### src/rtl/fifo_wr_arbiter_if.sv
// fifo_wr_arbiter_if: producer, consumer and FIFO strobe bundle for fifo_wr_arbiter
//   req0/in0/ack0, req1/in1/ack1 : two producer cores, req held until ack
//   fifo_full/fifo_wr/fifo_in    : shared fifo_top write side
//   rd_req/fifo_rd               : consumer read request and gated fifo_top read strobe
//   count/o_empty                : registered occupancy status
//   grant_id/busy                : registered arbitration status
interface fifo_wr_arbiter_if #(parameter int bw = 4, parameter int width = 1, parameter int depth = 64);
  logic req0;
  logic [width*bw-1:0] in0;
  logic ack0;
  logic req1;
  logic [width*bw-1:0] in1;
  logic ack1;
  logic fifo_full;
  logic fifo_wr;
  logic [width*bw-1:0] fifo_in;
  logic rd_req;
  logic fifo_rd;
  logic [$clog2(depth+1)-1:0] count;
  logic o_empty;
  logic grant_id;
  logic busy;
  modport slave (
    input req0, in0, req1, in1, fifo_full, rd_req,
    output ack0, ack1, fifo_wr, fifo_in, fifo_rd, count, o_empty, grant_id, busy
  );
  modport master (
    output req0, in0, req1, in1, fifo_full, rd_req,
    input ack0, ack1, fifo_wr, fifo_in, fifo_rd, count, o_empty, grant_id, busy
  );
endinterface

### src/rtl/fifo_wr_arbiter.sv
// fifo_wr_arbiter: round-robin burst-limited write arbiter for two cores sharing one fifo_top
//   clk   : rising-edge clock
//   reset : asynchronous active-high reset
//   bus   : fifo_wr_arbiter_if.slave (producer handshakes, FIFO strobes, status)
module fifo_wr_arbiter #(
  parameter int bw = 4,
  parameter int width = 1,
  parameter int depth = 64,
  parameter int burst = 4
) (
  input logic clk,
  input logic reset,
  fifo_wr_arbiter_if.slave bus
);
  localparam int cw = $clog2(depth + 1);
  localparam int bcw = burst > 1 ? $clog2(burst) : 1;
  typedef enum logic [1:0] {IDLE, GNT0, GNT1} state_t;
  state_t state_q, state_d;
  logic last_q, last_d;
  logic [bcw-1:0] bcnt_q, bcnt_d;
  logic [cw-1:0] count_q, count_d;
  logic empty_q, grant_q, busy_q;
  logic wr_ok, req_k, req_o, wr, rd, leave;
  always_comb begin
    wr_ok = !bus.fifo_full && (count_q < cw'(depth));
    req_k = state_q == GNT1 ? bus.req1 : bus.req0;
    req_o = state_q == GNT1 ? bus.req0 : bus.req1;
    wr = state_q != IDLE && req_k && wr_ok;
    rd = bus.rd_req && count_q != '0;
    // a stalled grant (req held, FIFO full) neither writes nor leaves
    leave = (wr && bcnt_q == bcw'(burst - 1)) || !req_k;
    state_d = state_q;
    last_d = last_q;
    bcnt_d = bcnt_q;
    if (state_q == IDLE)
      state_d = bus.req0 && bus.req1 ? (last_q ? GNT0 : GNT1) :
                bus.req0 ? GNT0 : bus.req1 ? GNT1 : IDLE;
    else if (leave) begin
      bcnt_d = '0;
      last_d = state_q == GNT1;
      state_d = req_o ? (state_q == GNT1 ? GNT0 : GNT1) : req_k ? state_q : IDLE;
    end else
      bcnt_d = bcnt_q + bcw'(wr);
    count_d = wr && !rd ? count_q + cw'(1) : rd && !wr ? count_q - cw'(1) : count_q;
  end
  always_ff @(posedge clk or posedge reset) begin
    if (reset) begin
      state_q <= IDLE;
      last_q <= 1'b1;
      bcnt_q <= '0;
      count_q <= '0;
      empty_q <= 1'b1;
      grant_q <= 1'b0;
      busy_q <= 1'b0;
    end else begin
      state_q <= state_d;
      last_q <= last_d;
      bcnt_q <= bcnt_d;
      count_q <= count_d;
      empty_q <= count_d == '0;
      grant_q <= state_d == GNT1;
      busy_q <= state_d != IDLE;
    end
  end
  assign bus.ack0 = wr && state_q == GNT0;
  assign bus.ack1 = wr && state_q == GNT1;
  assign bus.fifo_wr = wr;
  assign bus.fifo_in = state_q == GNT1 ? bus.in1 : bus.in0;
  assign bus.fifo_rd = rd;
  assign bus.count = count_q;
  assign bus.o_empty = empty_q;
  assign bus.grant_id = grant_q;
  assign bus.busy = busy_q;
endmodule

### src/flat_wrapper.sv
// flat-port wrapper written by rule: the top's interface ports become plain ports
module fifo_wr_arbiter_flat 
#(
  parameter int bw = 4,
  parameter int width = 1,
  parameter int depth = 64,
  parameter int burst = 4
)
  (clk, reset, bus_req0, bus_in0, bus_req1, bus_in1, bus_fifo_full, bus_rd_req, bus_ack0, bus_ack1, bus_fifo_wr, bus_fifo_in, bus_fifo_rd, bus_count, bus_o_empty, bus_grant_id, bus_busy);
  fifo_wr_arbiter_if #(.bw(bw), .width(width), .depth(depth)) bus_i ();
  input logic clk;
  input logic reset;
  input wire logic [$bits(bus_i.req0)-1:0] bus_req0;
  input wire logic [$bits(bus_i.in0)-1:0] bus_in0;
  input wire logic [$bits(bus_i.req1)-1:0] bus_req1;
  input wire logic [$bits(bus_i.in1)-1:0] bus_in1;
  input wire logic [$bits(bus_i.fifo_full)-1:0] bus_fifo_full;
  input wire logic [$bits(bus_i.rd_req)-1:0] bus_rd_req;
  output wire logic [$bits(bus_i.ack0)-1:0] bus_ack0;
  output wire logic [$bits(bus_i.ack1)-1:0] bus_ack1;
  output wire logic [$bits(bus_i.fifo_wr)-1:0] bus_fifo_wr;
  output wire logic [$bits(bus_i.fifo_in)-1:0] bus_fifo_in;
  output wire logic [$bits(bus_i.fifo_rd)-1:0] bus_fifo_rd;
  output wire logic [$bits(bus_i.count)-1:0] bus_count;
  output wire logic [$bits(bus_i.o_empty)-1:0] bus_o_empty;
  output wire logic [$bits(bus_i.grant_id)-1:0] bus_grant_id;
  output wire logic [$bits(bus_i.busy)-1:0] bus_busy;
  assign bus_i.req0 = bus_req0;
  assign bus_i.in0 = bus_in0;
  assign bus_i.req1 = bus_req1;
  assign bus_i.in1 = bus_in1;
  assign bus_i.fifo_full = bus_fifo_full;
  assign bus_i.rd_req = bus_rd_req;
  assign bus_ack0 = bus_i.ack0;
  assign bus_ack1 = bus_i.ack1;
  assign bus_fifo_wr = bus_i.fifo_wr;
  assign bus_fifo_in = bus_i.fifo_in;
  assign bus_fifo_rd = bus_i.fifo_rd;
  assign bus_count = bus_i.count;
  assign bus_o_empty = bus_i.o_empty;
  assign bus_grant_id = bus_i.grant_id;
  assign bus_busy = bus_i.busy;
  fifo_wr_arbiter #(.bw(bw), .width(width), .depth(depth), .burst(burst)) u_core (.clk(clk), .reset(reset), .bus(bus_i));
endmodule
### config.mk
export PLATFORM = sky130hd
export DESIGN_NAME = fifo_wr_arbiter_flat
export DESIGN_NICKNAME = d
export VERILOG_FILES = /design/src/rtl/fifo_wr_arbiter_if.sv /design/src/rtl/fifo_wr_arbiter.sv /design/src/flat_wrapper.sv
export SDC_FILE = /design/constraint.sdc
export NUM_CORES = 1
export LEC_CHECK = 0
export BUFFER_PORTS_ARGS = -buffer_cell sky130_fd_sc_hd__buf_2
export CORE_ASPECT_RATIO = 1.75
export CORE_UTILIZATION = 36
export CTS_CLUSTER_DIAMETER = 100
export DETAILED_ROUTE_END_ITERATION = 12
export GPL_ROUTABILITY_DRIVEN = 1
export MAX_ROUTING_LAYER = met4
export PLACE_DENSITY_LB_ADDON = 0.05
export SYNTH_ARGS = -nofsm -noshare
export SYNTH_HDL_FRONTEND = slang
export SYNTH_SLANG_ARGS = --single-unit
### constraint.sdc
create_clock -name clk -period 3 [get_ports clk]
set_input_delay 0.15 -clock clk [delete_from_list [all_inputs] [get_ports clk]]
set_output_delay 0.15 -clock clk [all_outputs]
set_load 0.03 [all_outputs]
# Word level (Yosys, flattened, before mapping)
# Index checks and enable logic that the tools add are counted.
dict set report totals {
  latchBits 0
  memories 0
  ram_bits 0
  reg_bits 15
  romBits 0
}
dict set report classes {
  n_lt_le_gt_ge 1
  n_shift 0
  n_reduce_logical 21
  n_div 0
  muxes 15
  n_eq_ne 4
  add_sub_neg 3
  mul 0
  bitwise 1
}
# operator n
set op_table {}
lappend op_table {{$mux 2} 10}
lappend op_table {{$mux 7} 2}
lappend op_table {{$logic_and 1x1->1} 10}
lappend op_table {{$add 7x1->7 const B} 1}
lappend op_table {{$logic_not 7->1} 1}
lappend op_table {{$lt 7x7->1 const B} 1}
lappend op_table {{$reduce_bool 7->1} 1}
lappend op_table {{$sub 7x1->7 const B} 1}
lappend op_table {{$eq 2x2->1 const B} 3}
lappend op_table {{$logic_not 1->1} 4}
lappend op_table {{$mux 4} 1}
lappend op_table {{$reduce_bool 2->1} 2}
lappend op_table {{$add 2x1->2} 1}
lappend op_table {{$eq 2x1->1 const B} 1}
lappend op_table {{$logic_not 2->1} 1}
lappend op_table {{$mux 1} 2}
lappend op_table {{$reduce_and 2->1} 1}
lappend op_table {{$logic_or 1x1->1} 1}
lappend op_table {{$not 1->1} 1}

# Logic depth before layout (Yosys ltp)
# Gate-level depths: netlist (run 1).
dict set report depth {
  ltp_word 9
  mapped_depth 9
  depth_no_buf 9
}

# Worst setup path after synthesis (run 1)
# OpenSTA, ideal clock, no wires.
dict set report synth_timing {
  path_type {register -> register}
  from {reg u_core.count_q[0] (netlist: u_core.bus.count[0])}
  to {reg u_core.empty_q (netlist: u_core.bus.o_empty)}
  arrival_ns 2.497
  setup_slack_ns 0.413
  period_less_slack_ns 2.587
  stages_incl_launch_ff 10
  path_cell_list {dfrtp_1 inv_1 ha_1 or3b_4 o41ai_4 inv_2 nor2_1 a22oi_1 xnor2_1 nor4_2}
}
dict set report synth_between {
  elab_cells_between_ends 14
}
# element line_no
set synth_rtl {}
lappend synth_rtl {{from (decl)} fifo_wr_arbiter.sv:21} ;# logic [cw-1:0] count_q, count_d;
lappend synth_rtl {{from (signal assigned)} fifo_wr_arbiter.sv:59} ;# count_q <= count_d;
lappend synth_rtl {{$reduce_bool 7->1 (*)} fifo_wr_arbiter.sv:29} ;# rd = bus.rd_req && count_q != '0;
lappend synth_rtl {{$logic_and 1x1->1 (*)} fifo_wr_arbiter.sv:29}
lappend synth_rtl {{via bus_fifo_rd} flat_wrapper.sv:23} ;# output wire logic [$bits(bus_i.fifo_rd)-1:0] bus_fifo_rd;
lappend synth_rtl {{$logic_and 1x1->1 / $logic_not 1->1 (equally long branches)} fifo_wr_arbiter.sv:44} ;# count_d = wr && !rd ? count_q + cw'(1) : rd && !wr ? count_q - cw'(1) : count_q;
lappend synth_rtl {{$mux 7 / $logic_and 1x1->1 (equally long branches)} fifo_wr_arbiter.sv:44}
lappend synth_rtl {{$mux 7 (*)} fifo_wr_arbiter.sv:44}
lappend synth_rtl {{via u_core.count_d[3]} fifo_wr_arbiter.sv:21}
lappend synth_rtl {{$logic_not 7->1 (*)} fifo_wr_arbiter.sv:60} ;# empty_q <= count_d == '0;
lappend synth_rtl {{to (signal assigned)} fifo_wr_arbiter.sv:52} ;# empty_q <= 1'b1;
lappend synth_rtl {{to (signal assigned)} fifo_wr_arbiter.sv:60}
lappend synth_rtl {{to (decl)} fifo_wr_arbiter.sv:22} ;# logic empty_q, grant_q, busy_q;
# Mark *: on every way through the listed nets, which the timed path passes. The rest lies on a longest branch.
# A chain may end at the register's enable or synchronous reset.

# Worst setup path after layout (run 1)
dict set report layout_timing {
  from {reg u_core.count_q[0] (netlist: u_core.bus.count[0])}
  to {reg u_core.empty_q (netlist: u_core.bus.o_empty)}
}
dict set report layout_between {
  elab_chain_len 8
  elab_cells_between_ends 14
}
# element line_no
set layout_rtl {}
lappend layout_rtl {{$lt 7x7->1} fifo_wr_arbiter.sv:25} ;# wr_ok = !bus.fifo_full && (count_q < cw'(depth));
lappend layout_rtl {{$logic_and 1x1->1} fifo_wr_arbiter.sv:25}
lappend layout_rtl {{$logic_and 1x1->1} fifo_wr_arbiter.sv:28} ;# wr = state_q != IDLE && req_k && wr_ok;
lappend layout_rtl {{$logic_not 1->1} fifo_wr_arbiter.sv:44}
lappend layout_rtl {{$logic_and 1x1->1} fifo_wr_arbiter.sv:44}
lappend layout_rtl {{$mux 7} fifo_wr_arbiter.sv:44}
lappend layout_rtl {{$mux 7 (*)} fifo_wr_arbiter.sv:44}
lappend layout_rtl {{via u_core.count_d[3]} fifo_wr_arbiter.sv:21}
lappend layout_rtl {{$logic_not 7->1 (*)} fifo_wr_arbiter.sv:60}
# Marked as above.

==> results.sh, run 1 <==
export IMPL_power_density_nw_per_um2=875
export IMPL_cts_repair_resized=0
export IMPL_cts_tree="built"
export IMPL_dpl_hpwl_mm=2.05
export IMPL_ios=32
export IMPL_wl_met3_um=81
export IMPL_overflow=0
export IMPL_wl_met2_mm=1.48
export IMPL_synthesis_nets=124
export IMPL_cap_violations=0
export IMPL_cp_required_ns=3.16
export IMPL_grt_pass1_wl_mm=4.45
export IMPL_pwr_share_comb_pct=48.3
export IMPL_antenna_found_initial=0
export IMPL_drt_met1_wl_um=976
export IMPL_area_growth_pct=21.6
export IMPL_drive_gt1_share_pct=34.8
export IMPL_vias_per_cell=5.64
export IMPL_port_buffers=31
export IMPL_min_from="bus_req1"
export IMPL_reg2reg_to="u_core.bus.o_empty"
export IMPL_synth_cells=106
export IMPL_routedWlPerCell_um=15.7
export IMPL_critical_path_class="flop to flop"
export IMPL_dr_total_vias=930
export IMPL_diodes=0
export IMPL_multiInputGateArea_sq_um=582
export IMPL_grt_start_max_net_pins=16
export IMPL_endpoint_kind="flop"
export IMPL_r2r_setup_slack_ns=0.42
export IMPL_seq_power_share_pct=36.4
export IMPL_ctsHoldBuffers=1
export IMPL_clockRootBuffer="clkbuf_8"
export IMPL_setup_violations=0
export IMPL_switching_power_w=0.000528
export IMPL_drc=0
export IMPL_clock_path_buffers=2
export IMPL_max_slew_margin_rel_pct=59.0
export IMPL_cts_sinks=15
export IMPL_rr_startpoint="u_core.bus.count[0]"
export IMPL_start_util_pct=37.6
export IMPL_tightestPinTransition_ns=0.615
export IMPL_routed_wl_mm=2.59
export IMPL_grt_pass1_vias=965
export IMPL_area_sequential_sq_um=378
export IMPL_synth_seq_cells=15
export IMPL_clk_pin_slew_worst_paths_ns=0.06
export IMPL_cp_arrival_ns=2.74
export IMPL_fmax_mhz=388
export IMPL_fin_crit_sh_pct=85.9
export IMPL_sw_frac_of_total_pct=49.0
export IMPL_netlist_area_sq_um=1010
export IMPL_worst_path_max_fanout=8
export IMPL_die_w_um=42.1
export IMPL_layout_commonest_cell="buf_2"
export IMPL_ctsHtreeMaxLevel=1
export IMPL_die_area_sq_um=3040
export IMPL_syn_area_per_cell_sq_um=9.55
export IMPL_place_area_sq_um=1170
export IMPL_async_flop_share_pct=100
export IMPL_gp_congestion=0.816
export IMPL_insertion_delay_ns=0.24
export IMPL_cts_buffers=3
export IMPL_synth_cell_types=42
export IMPL_firstDrtPassIters=3
export IMPL_worst_hold_path_num_cells=2
export IMPL_rows=25
export IMPL_final_cell_mix="31 x buf_2, 13 x dfrtp_1, 8 x nor2_1, 8 x nand2_1, 7 x o21ai_0"
export IMPL_synth_edff_count=0
export IMPL_maxSlewViolCount=0
export IMPL_hold_viol=0
export IMPL_hold_class="primary input to flop"
export IMPL_period_needed_ns=2.58
export IMPL_min_to="u_core.state_q[0]"
export IMPL_synthFlopType="dfrtp_1"
export IMPL_track_usage_pct=20.0
export IMPL_fillers=285
export IMPL_intPower_w=0.000549
export IMPL_ys_seq_area_share_pct=37.3
export IMPL_drt_antenna_violating_nets=0
export IMPL_r2r_cells=9
export IMPL_dr_max_layer_used="met4"
export IMPL_rsz0062_at_grt="false"
export IMPL_drt_iter0_markers=16
export IMPL_finClkSkew_ns=0.000864
export IMPL_yosysWarnings=0
export IMPL_fin_area_sq_um=1230
export IMPL_p_leak_nw=0.577
export IMPL_fin_setup_tns_ns=0
export IMPL_post_cts_buffers=0
export IMPL_die_y_um=72.1
export IMPL_vdd_drop_max_mv=0.274
export IMPL_outcome="completed"
export IMPL_start_kind="flop"
export IMPL_fin_nets=157
export IMPL_power_clock_fraction_pct=15.3
export IMPL_core_area_sq_um=2690
## worst max-delay path, cell delays in order (launching register included)
cell	delay (ns)
dfrtp_1	0.45
inv_1	0.18
ha_1	0.21
or3b_4	0.41
o41ai_4	0.31
inv_2	0.11
nor2_1	0.23
a22oi_1	0.14
xnor2_1	0.17
nor4_2	0.28
## state kept, by name, indices dropped and copies added, names as in the netlist
signal	flops
u_core.last_q	1
u_core.bus.busy	1
u_core.bcnt_q	2
u_core.bus.o_empty	1
u_core.bus.grant_id	1
u_core.state_q	2
u_core.bus.count	7
## layout make-up
| type | instances | area share [%] |
|---|---|---|
| inverter | 7 | 2.13 |
| clock buffer | 3 | 3.35 |
| timing repair buffer | 32 | 13.4 |
| clock inverter | 1 | 0.407 |
| tap | 27 | 2.74 |
| multi-input combinational | 80 | 47.3 |
| sequential | 15 | 30.7 |
## cells in the mapped netlist, types with 3 or more instances
library cell	instances	share of area [%]
nor4_1	3	1.9
o21ai_0	7	3.5
nand3_1	3	1.5
dfrtp_1	13	32
a21oi_1	4	2.0
nor2_1	8	3.0
ha_1	4	4.9
nand2_1	8	3.0
mux2_2	4	4.4
nand2b_1	4	2.5
inv_1	5	1.9
xnor2_1	3	2.6
## worst max-delay path by stage
| stage | startpoint | endpoint | slack [ns] |
|---|---|---|---|
| floorplan | u_core.bus.count[0] | u_core.bus.o_empty | 0.41 |
| global placement | u_core.bus.count[0] | u_core.bus.o_empty | 0.54 |
| detailed placement | u_core.bus.count[0] | u_core.bus.o_empty | 0.45 |
| CTS | u_core.bus.count[0] | u_core.bus.o_empty | 0.42 |
| global route | u_core.bus.count[0] | u_core.bus.o_empty | 0.16 |
| finish | u_core.bus.count[0] | u_core.bus.o_empty | 0.42 |
## cell families (layout without fill, tap and decap cells)
logic type,count (synthesis),count (layout),share of synthesized area [%]
fa+ha+maj,4,4,4.94
buf+inv,11,43,5.19
mux,6,6,6.43
compound gates,25,25,18.4
xor+xnor,5,5,4.33
simple gates,40,40,23.4
flops,15,15,37.3
## metrics by stage
stage	power (W)	util [%]	std cells	setup WS [ns]	hold slack, ns
floorplan	0.000763	-	106	0.413	0.0500
global placement	0.000908	43.7	160	0.545	0.230
detailed placement	0.000916	43.7	160	0.447	0.253
CTS	0.00109	45.8	165	0.417	0.130
global route	0.00115	45.8	165	0.157	0.144
finish	0.00108	45.8	165	0.424	0.137
## metal layers
metal / global-route usage, % / up-vias
met2: 36.8 / 27
met5: - / -
li1: - / 452
met4: 10.1 / 0
met1: 20.3 / 445
met3: 2.49 / 6
## power groups by stage
stage / registers, W / clock network [W] / logic, W
finish: 0.000392 / 0.000165 / 0.000520
global route: 0.000408 / 0.000180 / 0.000566
CTS: 0.000392 / 0.000174 / 0.000525
global placement: 0.000392 / 0 / 0.000517
floorplan: 0.000452 / 0 / 0.000311
detailed placement: 0.000396 / 0 / 0.000520
Power figures use the tool's default switching activity.
==> run 2: changes to the inputs <==
--- a/config.mk
+++ b/config.mk
@@ -11,8 +11,8 @@
 export CTS_CLUSTER_DIAMETER = 100
 export DETAILED_ROUTE_END_ITERATION = 12
 export GPL_ROUTABILITY_DRIVEN = 1
-export MAX_ROUTING_LAYER = met4
 export PLACE_DENSITY_LB_ADDON = 0.05
+export SKIP_LAST_GASP = 1
 export SYNTH_ARGS = -nofsm -noshare
 export SYNTH_HDL_FRONTEND = slang
 export SYNTH_SLANG_ARGS = --single-unit
==> run 2 against run 1 <==
Cell count is the same. Sequential share of layout area unchanged. Sequential power barely moved. Clock power barely moved. Setup slack barely moved. Final area unchanged. Global-route usage fell by 0.51 points. Worst hold slack gained 0.00073 ns. Largest cell class unchanged. Largest power group unchanged.
==> results.sh, run 2 (synthesis results as in run 1) <==
export IMPL_outcome="completed"
export IMPL_fillers=285
export IMPL_fin_setup_tns_ns=0
export IMPL_rows=25
export IMPL_cts_buffers=3
export IMPL_drt_antenna_violating_nets=0
export IMPL_critical_path_class="flop to flop"
export IMPL_min_from="bus_req1"
export IMPL_dr_total_vias=924
export IMPL_die_w_um=42.1
export IMPL_insertion_delay_ns=0.24
export IMPL_die_y_um=72.1
export IMPL_worst_slack_ns=0.424
export IMPL_seq_power_share_pct=36.4
export IMPL_ios=32
export IMPL_grt_pass1_wl_mm=4.46
export IMPL_grt_pass1_vias=958
export IMPL_power_density_nw_per_um2=875
export IMPL_rr_startpoint="u_core.bus.count[0]"
export IMPL_worst_path_max_fanout=8
export IMPL_finClkSkew_ns=0.000598
export IMPL_area_growth_pct=21.6
export IMPL_rsz0062_at_grt="false"
export IMPL_core_area_sq_um=2690
export IMPL_drt_met1_wl_mm=1.01
export IMPL_vias_per_cell=5.60
export IMPL_hold_class="primary input to flop"
export IMPL_wl_met3_um=80
export IMPL_hold_viol=0
export IMPL_layout_commonest_cell="buf_2"
export IMPL_fin_crit_sh_pct=85.9
export IMPL_routed_wl_mm=2.60
export IMPL_track_usage_pct=19.5
export IMPL_worst_hold_path_num_cells=2
export IMPL_maxSlewViolCount=0
export IMPL_clockRootBuffer="clkbuf_8"
export IMPL_dpl_hpwl_mm=2.05
export IMPL_cp_required_ns=3.16
export IMPL_min_to="u_core.state_q[0]"
export IMPL_r2r_cells=9
export IMPL_drc=0
export IMPL_final_cell_mix="31 x buf_2, 13 x dfrtp_1, 8 x nor2_1, 8 x nand2_1, 7 x o21ai_0"
export IMPL_fin_nets=157
export IMPL_fmax_mhz=388
export IMPL_start_kind="flop"
export IMPL_clock_path_buffers=2
export IMPL_period_needed_ns=2.58
export IMPL_cts_repair_resized=0
export IMPL_die_area_sq_um=3040
export IMPL_p_leak_nw=0.577
export IMPL_dp_slack_ns=0.447
export IMPL_reg2reg_to="u_core.bus.o_empty"
export IMPL_routedWlPerCell_um=15.8
export IMPL_grt_start_max_net_pins=16
export IMPL_endpoint_kind="flop"
export IMPL_drive_gt1_share_pct=34.8
export IMPL_largest_reg_flops=7
export IMPL_vdd_drop_max_mv=0.275
export IMPL_port_buffers=31
export IMPL_wl_met2_mm=1.47
export IMPL_diodes=0
export IMPL_cap_violations=0
export IMPL_start_util_pct=37.6
export IMPL_firstDrtPassIters=4
export IMPL_cts_sinks=15
export IMPL_r2r_setup_slack_ns=0.42
export IMPL_ctsHoldBuffers=1
export IMPL_gp_congestion=0.804
export IMPL_dr_max_layer_used="met4"
export IMPL_overflow=0
export IMPL_antenna_found_initial=0
export IMPL_switching_power_w=0.000528
export IMPL_pwr_share_comb_pct=48.3
export IMPL_tightestPinTransition_ns=0.614
export IMPL_clk_pin_slew_worst_paths_ns=0.06
export IMPL_ctsHtreeMaxLevel=1
export IMPL_intPower_w=0.000549
export IMPL_sw_frac_of_total_pct=49.0
export IMPL_post_cts_buffers=0
export IMPL_cp_arrival_ns=2.74
export IMPL_power_clock_fraction_pct=15.3
export IMPL_max_slew_margin_rel_pct=59.0
export IMPL_drt_iter0_markers=12
export IMPL_cts_tree="built"
export IMPL_setup_violations=0
[run 2: cell counts in the layout (fill, tap and decap cells not counted)]
No cell type changed its count.
[run 2: power groups by stage]
stage                     clock network, W  logic (W)  registers, W
after floorplan                          0   0.000311      0.000452
after global placement                   0   0.000517      0.000392
after detailed placement                 0   0.000520      0.000396
after CTS                         0.000174   0.000525      0.000392
after global routing              0.000180   0.000566      0.000408
final                             0.000164   0.000521      0.000392
[run 2: layout make-up]
| class | instances | area (sq um) | share of cell area, % |
|---|---|---|---|
| clock buffers | 3 | 41.3 | 3.35 |
| clock inverters | 1 | 5.00 | 0.407 |
| inverters | 7 | 26.3 | 2.13 |
| multi-input cells | 80 | 582 | 47.3 |
| flip-flops and latches | 15 | 378 | 30.7 |
| well taps | 27 | 33.8 | 2.74 |
| repair buffers | 32 | 165 | 13.4 |
[run 2: critical path: stages, from the launching register on]
cell and delay (ns):
dfrtp_1 0.45, inv_1 0.18, ha_1 0.22, or3b_4 0.41, o41ai_4 0.31, inv_2 0.11, nor2_1 0.22, a22oi_1 0.14
xnor2_1 0.16, nor4_2 0.28
[run 2: how the worst max path moves through the flow]
stage,start,endpoint,slack [ns],cells after the start
after floorplan,u_core.bus.count[0],u_core.bus.o_empty,0.41,9
after global placement,u_core.bus.count[0],u_core.bus.o_empty,0.54,9
after detailed placement,u_core.bus.count[0],u_core.bus.o_empty,0.45,9
after CTS,u_core.bus.count[0],u_core.bus.o_empty,0.42,9
after global routing,u_core.bus.count[0],u_core.bus.o_empty,0.16,9
final,u_core.bus.count[0],u_core.bus.o_empty,0.42,9
[run 2: layer usage]
layer	track usage (%)	up-vias
li1	-	450
met2	36.6	27
met5	0	-
met1	20.6	443
met4	10.1	0
met3	2.49	4
[run 2: through the flow]
stage	utilization [%]	instances	power, W	area (sq um)	hold WS [ns]
after detailed placement	43.7	160	0.000916	1170	0.253
final	45.8	165	0.00108	1230	0.138
after floorplan	-	106	0.000763	1010	0.0500
after global placement	43.7	160	0.000908	1170	0.230
after global routing	45.8	165	0.00116	1230	0.144
after CTS	45.8	165	0.00109	1230	0.130
==> run 3: changes to the inputs <==
--- a/config.mk
+++ b/config.mk
@@ -7,10 +7,10 @@
 export LEC_CHECK = 0
 export BUFFER_PORTS_ARGS = -buffer_cell sky130_fd_sc_hd__buf_2
 export CORE_ASPECT_RATIO = 1.75
+export CORE_MARGIN = 2
 export CORE_UTILIZATION = 36
 export CTS_CLUSTER_DIAMETER = 100
 export DETAILED_ROUTE_END_ITERATION = 12
-export GPL_ROUTABILITY_DRIVEN = 1
 export PLACE_DENSITY_LB_ADDON = 0.05
 export SKIP_LAST_GASP = 1
 export SYNTH_ARGS = -nofsm -noshare
==> run 3 against run 2 <==
Combinational power down 1%. Worst hold slack worse by 0.0099 ns. Critical path depth unchanged. Maximum frequency down 0.22%. Sequential power about the same. Register-to-register slack about the same. Clock skew up 0.0011 ns. Global-route usage down 2.0 points. Clock-buffer cell count unchanged. First-iteration DRC count up 67%. Die area up 7.7%. Cell count unchanged.
==> results.sh, run 3 (synthesis results as in run 1) <==
export IMPL_largest_reg_flops=7
export IMPL_fillers=277
export IMPL_cts_tree="built"
export IMPL_die_w_um=44.1
export IMPL_endpoint_kind="flop"
export IMPL_die_y_um=74.1
export IMPL_ios=32
export IMPL_cp_arrival_ns=2.75
export IMPL_area_growth_pct=21.6
export IMPL_final_cell_mix="31 x buf_2, 13 x dfrtp_1, 8 x nor2_1, 8 x nand2_1, 7 x o21ai_0"
export IMPL_area_sequential_sq_um=378
export IMPL_insertion_delay_ns=0.25
export IMPL_worst_slack_ns=0.418
export IMPL_crit_chain="inv_1, ha_1, or3b_4, o41ai_4, inv_2, nor2_1, a22oi_1, xnor2_1, nor4_2"
export IMPL_fin_setup_tns_ns=0
export IMPL_dp_cells=160
export IMPL_start_util_pct=37.6
export IMPL_grt_pass1_wl_mm=4.12
export IMPL_p_leak_nw=0.577
export IMPL_cts_repair_resized=0
export IMPL_max_stage_delay_ns=0.46
export IMPL_setup_violations=0
export IMPL_cts_sinks=15
export IMPL_period_needed_ns=2.58
export IMPL_track_usage_pct=17.5
export IMPL_cap_violations=0
export IMPL_clk_pin_slew_worst_paths_ns=0.06
export IMPL_finClkSkew_ns=0.00170
export IMPL_rows=25
export IMPL_routed_wl_mm=2.49
export IMPL_fmax_mhz=387
export IMPL_ctsHtreeMaxLevel=1
export IMPL_rsz0062_at_grt="false"
export IMPL_start_kind="flop"
export IMPL_dpl_hpwl_mm=2.01
export IMPL_drc=0
export IMPL_layout_commonest_cell="buf_2"
export IMPL_cp_slowest_cell="dfrtp_1"
export IMPL_vias_per_cell=5.63
export IMPL_hold_class="primary input to flop"
export IMPL_grt_start_max_net_pins=16
export IMPL_clock_path_buffers=2
export IMPL_vdd_drop_max_mv=0.307
export IMPL_overflow=0
export IMPL_multiInputGateArea_sq_um=582
export IMPL_drt_iter0_markers=20
export IMPL_cts_buffers=3
export IMPL_fin_nets=157
export IMPL_cp_required_ns=3.17
export IMPL_tightestPinTransition_ns=0.595
export IMPL_gp_congestion=0.832
export IMPL_core_area_sq_um=2690
export IMPL_grt_pass1_vias=901
export IMPL_die_area_sq_um=3270
export IMPL_diodes=0
export IMPL_port_buffers=31
export IMPL_instances_no_fill=165
export IMPL_crit_family="simple AND/OR/NAND/NOR gates"
export IMPL_clockRootBuffer="clkbuf_8"
export IMPL_max_slew_margin_rel_pct=60.3
export IMPL_p_total_w=0.00107
export IMPL_worst_path_max_fanout=8
export IMPL_drive_gt1_share_pct=34.8
export IMPL_antenna_found_initial=0
export IMPL_critical_path_class="flop to flop"
export IMPL_outcome="completed"
export IMPL_crit_buf_inv=2
export IMPL_drt_antenna_violating_nets=0
export IMPL_dr_total_vias=929
export IMPL_routedWlPerCell_um=15.1
export IMPL_maxSlewViolCount=0
export IMPL_firstDrtPassIters=4
export IMPL_hold_viol=0
export IMPL_power_density_nw_per_um2=872
export IMPL_fin_crit_sh_pct=86.1
export IMPL_dp_slack_ns=0.431
==> run 3: cell counts in the layout (fill, tap and decap cells not counted) <==
Identical to the previous run, type by type.
==> run 3: worst reg2reg max path, delay by kind of cell, from the launching register on <==
family,cells,cell delay [ns]
buf+inv,2,0.29
compound gates,2,0.46
xor+xnor,1,0.17
simple gates,3,0.91
flops,1,0.46
fa+ha+maj,1,0.22
==> run 3: area by class of cell <==
type,count,share of cell area [%]
well taps,27,2.74
clock inverters,1,0.407
inverters,7,2.13
clock buffers,3,3.35
repair buffers,32,13.4
flip-flops and latches,15,30.7
multi-input cells,80,47.3
==> run 3: routing by layer <==
metal / share of wire (%) / vias to the layer above / track usage (%)
met5: 0 / - / 0
met4: 3.5 / 0 / 10.8
met3: 3.2 / 8 / 2.43
met2: 58 / 25 / 32.2
met1: 36 / 446 / 17.8
li1: - / 450 / -
==> run 3: stage by stage <==
step	utilization [%]	hold WS [ns]	instance area (sq um)
2_1_floorplan	-	0.0500	1010
3_3_place_gp	43.7	0.235	1170
3_5_place_dp	43.7	0.254	1170
4_1_cts	45.8	0.124	1230
5_1_grt	45.8	0.141	1230
6_report	45.8	0.128	1230
==> run 3: power breakdown <==
part | switching [W] | internal [W] | total, W
Clock | 0.0000753 | 0.0000920 | 0.000167
Sequential | 0.000125 | 0.000268 | 0.000393
Combinational | 0.000325 | 0.000189 | 0.000514
==> run 3: final timing paths <==
kind | startpoint | to | slack [ns] | depth (start not counted)
worst min-delay path | bus_req1 | u_core.state_q[0] | 0.13 | 2
worst min register to register | u_core.bcnt_q[1] | u_core.bcnt_q[1] | 0.52 | 1
min in group asynchronous | reset | u_core.bus.count[4] | 0.51 | 3
max in group asynchronous | reset | u_core.bus.count[5] | 2.11 | 3
worst max-delay path | u_core.bus.count[0] | u_core.bus.o_empty | 0.42 | 9
worst max register to register | u_core.bus.count[0] | u_core.bus.o_empty | 0.42 | 9
==> run 3: repair_timing <==
item	CTS	global route
hold buffers	1	0
hold endpoints to repair	13	0
setup buffers	0	0
